--- src/rtl/cpu_isa_pkg.sv ---
// cpu_isa_pkg: shared ISA constants for the CR16-style core.
// Opcode/opext/cond codes, FSM state enum and IR field positions.
package cpu_isa_pkg;

    // Primary opcodes (IR[15:12])
    localparam logic [3:0] OP_RTYPE = 4'b0000;
    localparam logic [3:0] OP_ANDI  = 4'b0001;
    localparam logic [3:0] OP_ORI   = 4'b0010;
    localparam logic [3:0] OP_XORI  = 4'b0011;
    localparam logic [3:0] OP_ADDI  = 4'b0101;
    localparam logic [3:0] OP_SUBI  = 4'b1001;
    localparam logic [3:0] OP_CMPI  = 4'b1011;
    localparam logic [3:0] OP_BCOND = 4'b1100;
    localparam logic [3:0] OP_MOVI  = 4'b1101;
    localparam logic [3:0] OP_HALT  = 4'b1111;

    // R-type extensions (IR[7:4]); these share encodings with
    // the immediate-form opcodes above.
    localparam logic [3:0] EXT_AND = 4'b0001;
    localparam logic [3:0] EXT_OR  = 4'b0010;
    localparam logic [3:0] EXT_XOR = 4'b0011;
    localparam logic [3:0] EXT_ADD = 4'b0101;
    localparam logic [3:0] EXT_SUB = 4'b1001;
    localparam logic [3:0] EXT_CMP = 4'b1011;
    localparam logic [3:0] EXT_MOV = 4'b1101;

    // Branch conditions (IR[11:8])
    localparam logic [3:0] COND_EQ = 4'b0000;
    localparam logic [3:0] COND_NE = 4'b0001;
    localparam logic [3:0] COND_UC = 4'b1110;

    // IR field low-bit positions
    localparam int OPC_LO  = 12;
    localparam int RDST_LO = 8;
    localparam int EXT_LO  = 4;
    localparam int RSRC_LO = 0;
    localparam int IMM_LO  = 0;
    localparam int IMM_W   = 8;

    typedef enum logic [1:0] {
        ST_FETCH   = 2'd0,
        ST_DECODE  = 2'd1,
        ST_EXECUTE = 2'd2,
        ST_HALT    = 2'd3
    } state_t;

endpackage

--- src/rtl/cpu_fetch_decode_imm_extend.sv ---
// imm_extend: widen an 8-bit immediate to WIDTH bits.
// Ports: imm8 (in), sign_ext (in, 1=sign 0=zero), imm (out).
module imm_extend
    import cpu_isa_pkg::*;
#(
    parameter int WIDTH = 16
) (
    input  logic [IMM_W-1:0] imm8,
    input  logic             sign_ext,
    output logic [WIDTH-1:0] imm
);

    logic fill;

    assign fill = sign_ext & imm8[IMM_W-1];
    assign imm  = {{(WIDTH-IMM_W){fill}}, imm8};

endmodule

--- src/rtl/cpu_fetch_decode.sv ---
// cpu_fetch_decode: multi-cycle fetch/decode/branch controller.
// Ports: clk, rst_n, mem_* fetch port, flag_z in; decoded
// fields, write strobes, imm, pc and halted out.
module cpu_fetch_decode
    import cpu_isa_pkg::*;
#(
    parameter int WIDTH   = 16,
    parameter int REGBITS = 4
) (
    input  logic               clk,
    input  logic               rst_n,
    input  logic [WIDTH-1:0]   mem_rdata,
    input  logic               mem_ready,
    input  logic               flag_z,
    output logic [WIDTH-1:0]   mem_addr,
    output logic               mem_rd_en,
    output logic [3:0]         opcode,
    output logic [3:0]         opext,
    output logic [REGBITS-1:0] ra1,
    output logic [REGBITS-1:0] ra2,
    output logic [REGBITS-1:0] wa,
    output logic               regwrite,
    output logic               flag_we,
    output logic               imm_sel,
    output logic [WIDTH-1:0]   imm,
    output logic [WIDTH-1:0]   pc,
    output logic               halted
);

    state_t           state;
    state_t           state_next;
    logic [WIDTH-1:0] ir;
    logic [WIDTH-1:0] pc_next;
    logic [WIDTH-1:0] pc_inc;
    logic [3:0]       alu_key;
    logic [3:0]       cond;
    logic             alu_valid;
    logic             alu_cmp;
    logic             alu_signed;
    logic             is_branch;
    logic             is_halt;
    logic             taken;
    logic             imm_signed;

    // Field slicing
    assign opcode = ir[OPC_LO +: 4];
    assign opext  = ir[EXT_LO +: 4];
    assign ra1    = ir[RDST_LO +: REGBITS];
    assign ra2    = ir[RSRC_LO +: REGBITS];
    assign wa     = ir[RDST_LO +: REGBITS];
    assign cond   = ir[RDST_LO +: 4];

    assign is_branch = (opcode == OP_BCOND);
    assign is_halt   = (opcode == OP_HALT);

    // R-type selects the operation by opext; immediate forms
    // reuse the same codes as their opcode.
    assign alu_key = (opcode == OP_RTYPE) ? opext : opcode;

    always_comb begin
        alu_valid  = 1'b0;
        alu_cmp    = 1'b0;
        alu_signed = 1'b0;
        unique case (alu_key)
            EXT_AND, EXT_OR, EXT_XOR, EXT_MOV: begin
                alu_valid = 1'b1;
            end
            EXT_ADD, EXT_SUB: begin
                alu_valid  = 1'b1;
                alu_signed = 1'b1;
            end
            EXT_CMP: begin
                alu_valid  = 1'b1;
                alu_cmp    = 1'b1;
                alu_signed = 1'b1;
            end
            default: ;
        endcase
    end

    assign imm_sel    = alu_valid & (opcode != OP_RTYPE);
    assign imm_signed = alu_signed | is_branch;

    // Branch offsets share the sign-extender with ADDI/SUBI/CMPI
    imm_extend #(
        .WIDTH(WIDTH)
    ) u_imm_extend (
        .imm8    (ir[IMM_LO +: IMM_W]),
        .sign_ext(imm_signed),
        .imm     (imm)
    );

    always_comb begin
        taken = 1'b0;
        unique case (cond)
            COND_EQ: taken = flag_z;
            COND_NE: taken = ~flag_z;
            COND_UC: taken = 1'b1;
            default: taken = 1'b0;
        endcase
    end

    assign pc_inc  = pc + {{(WIDTH-1){1'b0}}, 1'b1};
    assign pc_next = (is_branch && taken) ? pc + imm : pc_inc;

    // State register
    always_ff @(posedge clk or negedge rst_n) begin
        if (!rst_n) begin
            state <= ST_FETCH;
        end else begin
            state <= state_next;
        end
    end

    // Next-state logic
    always_comb begin
        state_next = state;
        unique case (state)
            ST_FETCH:   if (mem_ready) state_next = ST_DECODE;
            ST_DECODE:  state_next = ST_EXECUTE;
            ST_EXECUTE: state_next = is_halt ? ST_HALT : ST_FETCH;
            ST_HALT:    state_next = ST_HALT;
            default:    state_next = ST_FETCH;
        endcase
    end

    // Output logic; the fetch request is gated by rst_n so it
    // drops the instant reset is asserted.
    always_comb begin
        mem_rd_en = 1'b0;
        regwrite  = 1'b0;
        flag_we   = 1'b0;
        halted    = 1'b0;
        unique case (state)
            ST_FETCH:   mem_rd_en = rst_n;
            ST_EXECUTE: begin
                regwrite = alu_valid & ~alu_cmp;
                flag_we  = alu_valid & alu_cmp;
            end
            ST_HALT:    halted = 1'b1;
            default: ;
        endcase
    end

    assign mem_addr = pc;

    // Instruction register
    always_ff @(posedge clk or negedge rst_n) begin
        if (!rst_n) begin
            ir <= '0;
        end else if (state == ST_FETCH && mem_ready) begin
            ir <= mem_rdata;
        end
    end

    // Program counter: updates only leaving EXECUTE, never on HALT
    always_ff @(posedge clk or negedge rst_n) begin
        if (!rst_n) begin
            pc <= '0;
        end else if (state == ST_EXECUTE && !is_halt) begin
            pc <= pc_next;
        end
    end

endmodule

--- config.mk ---
export PLATFORM = sky130hd
export DESIGN_NAME = cpu_fetch_decode
export DESIGN_NICKNAME = d
export VERILOG_FILES = /design/src/rtl/cpu_isa_pkg.sv /design/src/rtl/cpu_fetch_decode_imm_extend.sv /design/src/rtl/cpu_fetch_decode.sv
export SDC_FILE = /design/constraint.sdc
export NUM_CORES = 1
export LEC_CHECK = 0
export BUFFER_PORTS_ARGS = -buffer_cell sky130_fd_sc_hd__buf_2
export CORE_MARGIN = 5
export CORE_UTILIZATION = 42
export DETAILED_ROUTE_END_ITERATION = 10
export PLACE_DENSITY = 0.71
export SLEW_MARGIN = 20
export SYNTH_ARGS = -nofsm -noshare
export SYNTH_HDL_FRONTEND = slang
export SYNTH_SLANG_ARGS = --single-unit
--- constraint.sdc ---
create_clock -name clk -period 3.8 [get_ports clk]
set_clock_uncertainty 0.2 [all_clocks]
set_input_delay 0.38 -clock clk [delete_from_list [all_inputs] [get_ports clk]]
set_output_delay 0.38 -clock clk [all_outputs]
set_load 0.005 [all_outputs]
Word-level counts from Yosys, hierarchy flattened
Index checks and enable logic that the tools add are counted.
- add/sub/neg operators: 2
- equal/unequal tests: 15
- multiplexer cells: 13
- bitwise logic cells: 7
- reductions and logical operators: 10
- operators by type and width (cell ; count):
    == test 4 bit, second input constant ; 6
    adder 16 x 1 -> 16 bit, second input constant ; 1
    adder 16 bit ; 1
    two-way mux 16 bit ; 1
    == test 4 x 1 -> 1 bit, second input constant ; 2
    == test 4 x 2 -> 1 bit, second input constant ; 2
    zero test 4 bit ; 2
    case mux 2 bit (4 select lines) ; 1
    two-way mux 1 bit ; 7
    OR reduction 7 bit ; 1
    bitwise AND 1 bit ; 4
    == test 2 bit, second input constant ; 2
    == test 4 x 3 -> 1 bit, second input constant ; 1
    two-way mux 2 bit ; 2
    two-way mux 4 bit ; 1
    nonzero test 4 bit ; 1
    logical AND 1 bit ; 3
    case mux 1 bit (3 select lines) ; 1
    OR reduction 3 bit ; 1
    == test 2 x 1 -> 1 bit, second input constant ; 1
    zero test 2 bit ; 1
    != test 2 bit, second input constant ; 1
    inverter 1 bit ; 2
    zero test 1 bit ; 1
    bitwise OR 1 bit ; 1
- bits in registers: 34
- input bits: 20

Longest topological paths before layout
- word-level depth: 9
- mapped depth: 12
- depth with buffers taken out: 11

Modules after synthesis
From an unflattened synthesis, not the netlist that was laid out.
- cell total of the unflattened synthesis: 277
- area total of the unflattened synthesis: 2533.7 µm²
- by module, submodules not included (module ; times used ; cells each ; area each (µm²) ; seq. area each (µm²)):
    cpu_fetch_decode ; 1 ; 260 ; 2407.3 ; 850.8
    imm_extend ; 1 ; 17 ; 126.4 ; 0.0

Least setup slack after synthesis
No wires, ideal clock.
- path kind: reg2reg
- from: reg ir[13]
- to: reg pc[10] (netlist: mem_addr[10])
- setup time: 0.130 ns
- arrival: 2.821 ns
- required time: 3.470 ns
- slack: 0.649 ns
- stages on the path, launching flop included: 13
- path buffers: 1
- clock period less this slack: 3.151 ns
- cell sequence: dfrtp_1 -> buf_2 -> nor2_1 -> nand3_1 -> or3_1 -> ha_1 -> fa_1 -> a211o_1 -> a21o_1 -> a41o_1 -> a21oi_1 -> xor2_1 -> o21ai_1
- cells in the longest elaborated chain, start to end: 9
- ends and longest elaborated chain (element ; line ; source):
    start: declaration ; cpu_fetch_decode.sv:32 ; logic [WIDTH-1:0] ir;
    start signal: assignment ; cpu_fetch_decode.sv:152 ; ir <= mem_rdata;
    zero test 4 bit ; cpu_fetch_decode.sv:58 ; assign alu_key = (opcode == OP_RTYPE) ? opext : opcode;
    two-way mux 4 bit ; cpu_fetch_decode.sv:58 ;
    == test 4 bit / == test 4 x 3 -> 1 bit (equally long branches) ; cpu_fetch_decode.sv:64 ; unique case (alu_key)
    OR reduction 3 bit (no line) ; -- ;
    two-way mux 1 bit ; cpu_fetch_decode.sv:64 ;
    bitwise OR 1 bit ; cpu_fetch_decode.sv:82 ; assign imm_signed = alu_signed | is_branch;
    bitwise AND 1 bit ; cpu_fetch_decode_imm_extend.sv:15 ; assign fill = sign_ext & imm8[IMM_W-1];
    adder 16 bit ; cpu_fetch_decode.sv:104 ; assign pc_next = (is_branch && taken) ? pc + imm : pc_inc;
    two-way mux 16 bit ; cpu_fetch_decode.sv:104 ;
    end signal: assignment ; cpu_fetch_decode.sv:161 ; pc <= pc_next;
    end: declaration ; cpu_fetch_decode.sv:26 ; output logic [WIDTH-1:0] pc,
Parallel ways exist; a longest one is shown, timed or not.
A chain may end at the register's enable or synchronous reset.

Worst setup path in the final report
Same ends and word-level chain as after synthesis.

==> flow_metrics.env <==
export IMPL_synth_avg_cell_area_sq_um=9.260
export IMPL_grt_total_usage_pct=15.90
export IMPL_clock_transition_at_path_regs_ns=0.08
export IMPL_final_setup_tns_ns=0
export IMPL_cts_repair_resize_count=0
export IMPL_cts_sinks=34
export IMPL_initial_core_util_pct=42.51
export IMPL_average_wire_per_standard_cell_um=14.28
export IMPL_dp_hpwl_um=4449
export IMPL_timing_slew_headroom_pct=65.41
export IMPL_hold_path_class="primary input to async pin"
export IMPL_vias_in_the_first_global_route=2011
export IMPL_ys_warnings_count=0
export IMPL_worst_ep_required_time_ns=3.77
export IMPL_die_h_um=86.73
export IMPL_crit_type="register to register"
export IMPL_period_minus_slack_ns=3.321
export IMPL_path_cells="nor2_1 > nand3_1 > or3_1 > ha_1 > fa_1 > a211o_1 > a21o_1 > a41o_1 > a21oi_1 > xor2_1 > o21ai_1"
export IMPL_h_tree_depth=2
export IMPL_overflow=0
export IMPL_via_density_per_instance=5.072
export IMPL_cts_root_to_sink_buffers=2
export IMPL_outcome="complete, but fails checks"
export IMPL_synth_async_reset_ratio_pct=100.0
export IMPL_finalWeightedCongestion=0.8411
export IMPL_die_width_um=86.73
export IMPL_critical_path_endpoint_type="register"
export IMPL_worst_path_max_fanout=9
export IMPL_timing_final_setup_violations=0
export IMPL_worst_slew_pin_slew_ns=0.5157
export IMPL_final_cell_mix="buf_2, dfrtp_1, nand2_1"
export IMPL_worst_stage_delay_on_the_critical_path_ns=0.48
export IMPL_fin_hold_ws_ns=-0.006124
export IMPL_number_of_nets_in_the_finished_design=363
export IMPL_syn_cell_area_sq_mm=0.002472
export IMPL_numPortBuffers=92
export IMPL_rsz0062_at_grt="false"
export IMPL_synth_enable_flop_cells=0
export IMPL_placement_setup_worst_slack_ns=0.5052
export IMPL_yosys_register_bits=34
export IMPL_critical_path_startpoint_type="register"
export IMPL_ctsHoldBuffers=0
export IMPL_drt_pass1_iterations=6
export IMPL_grt_max_degree=35
export IMPL_postLayoutSetupSlackWorst_ns=0.4788
export IMPL_ys_flop_type="dfrtp_1"
export IMPL_routed_via_count=2044
export IMPL_cp_top_family="compound AO/OA/AOI/OAI gates"
export IMPL_setup_slack_on_the_worst_flop_to_flop_path_ns=0.48
export IMPL_layout_core_utilization_pct=49.85
export IMPL_ant_nets=0
export IMPL_max_cap_violations=0
export IMPL_grt_pass1_wl_um=9535
export IMPL_postRouteWirelength_um=5755
export IMPL_post_cts_repair_setup_buffers=0
export IMPL_tritoncts_num_buffers=5
export IMPL_layout_commonest_cell="buf_2"
export IMPL_antenna_violations_before_repair=0
export IMPL_area_growth_pct=17.26
export IMPL_violations_in_the_final_reports="hold timing"
export IMPL_diodes=0
export IMPL_floorplan_io_pins=93
export IMPL_design_core_area_sq_mm=0.005816
export IMPL_max_clock_freq_ghz=0.3011
export IMPL_critical_path_arrival_ns=3.29
export IMPL_synth_yosys_seq_area_share_pct=34.41
export IMPL_count_of_standard_cell_rows=28
export IMPL_ir_drop_v=0.0004483
export IMPL_pwr_density_cell_mw_per_mm2=762.1
export IMPL_drc=0
export IMPL_crit_buf_inv=0
export IMPL_ctsRootBufferMaster="clkbuf_8"
export IMPL_clk_latency_ns=0.29
export IMPL_synth_fp_nets=303
export IMPL_synth_lib_cells_used_distinct=45
export IMPL_finalMaxSlewViolations=0
export IMPL_min_period_over_period_pct=87.40
export IMPL_initialDrtViolationCount=121
export IMPL_p_leak_nw=1.488
export IMPL_finalHoldViolCount=26
export IMPL_drive_gt1_share_pct=38.11
export IMPL_worst_path_cell_with_the_longest_stage_delay="dfrtp_1"
export IMPL_die_area_sq_mm=0.007521
export IMPL_tritoncts="done"
export IMPL_netlist_instances=267
cells by family after synthesis:
kind of cell / Yosys count / share of synthesized area [%]
mux: 18 / 8.097
xor+xnor: 15 / 5.314
compound gates: 69 / 17.61
flops: 34 / 34.41
simple gates: 65 / 12.96
buf+inv: 50 / 13.21
fa+ha+maj: 16 / 8.401
layer usage:
| layer | GRT usage [%] | vias to the layer above | wire length, um |
|---|---|---|---|
| met2 | 26.50 | 66 | 2742 |
| li1 | - | 1031 | - |
| met4 | 4.249 | 0 | 61 |
| met1 | 20.46 | 940 | 2545 |
| met5 | 0 | - | 0 |
| met3 | 4.087 | 7 | 405 |
through the flow:
stage	instance area, sq um	total power [mW]	cells
final	2899	2.209	403
after global routing	2899	2.409	403
after CTS	2899	2.238	403
after detailed placement	2761	1.823	395
after global placement	2761	1.797	395
after floorplan	2472	1.550	267
synth_stat cells (all sizes together), types with 2 or more instances:
cell	n	area (sq um)
buf	38	280.3
dfrtp	34	850.8
nand2	28	105.1
o21ai	27	135.1
mux2	16	180.2
ha	15	187.7
a21oi	13	68.82
nor2	13	51.30
xor2	9	78.83
and2	8	50.05
inv	7	26.28
xnor2	6	52.55
a21o	5	37.54
a31oi	5	31.28
clkbuf	5	20.01
a211oi	4	30.03
o21bai	3	22.52
a211o	2	17.52
a41o	2	20.02
mux2i	2	20.02
nand3	2	10.01
nand4	2	12.51
nor3	2	10.01
nor3b	2	15.01
o211ai	2	15.01
o221ai	2	23.77
or3	2	17.52
final cells by class:
class / instances / area [sq um]
fill: 593 / 2917
inverter: 7 / 26.28
tap: 75 / 93.84
multi-input combinational: 183 / 1300
sequential: 34 / 850.8
timing repair buffer: 96 / 490.5
clock buffer: 5 / 68.82
clock inverter: 3 / 68.82
power breakdown:
| part | internal [mW] | switching, mW |
|---|---|---|
| clock | 0.263 | 0.148 |
| sequential | 0.526 | 0.206 |
| combinational | 0.533 | 0.533 |
| total | 1.32 | 0.887 |
flip-flops by register name, summed over array words and instances, names as in the netlist:
register	count
state	2
mem_addr	16
ir	16
final timing paths:
| path | from | to | depth (start not counted) |
|---|---|---|---|
| max in group asynchronous | rst_n | state[0] | 2 |
| setup reg to reg | ir[13] | mem_addr[10] | 11 |
| min in group clk | mem_rdata[12] | ir[12] | 3 |
| setup / recovery | ir[13] | mem_addr[10] | 11 |
| hold / removal | rst_n | mem_addr[11] | 2 |
| hold reg to reg | mem_addr[8] | mem_addr[8] | 2 |
No activity file was read; power rests on OpenSTA's default activity.
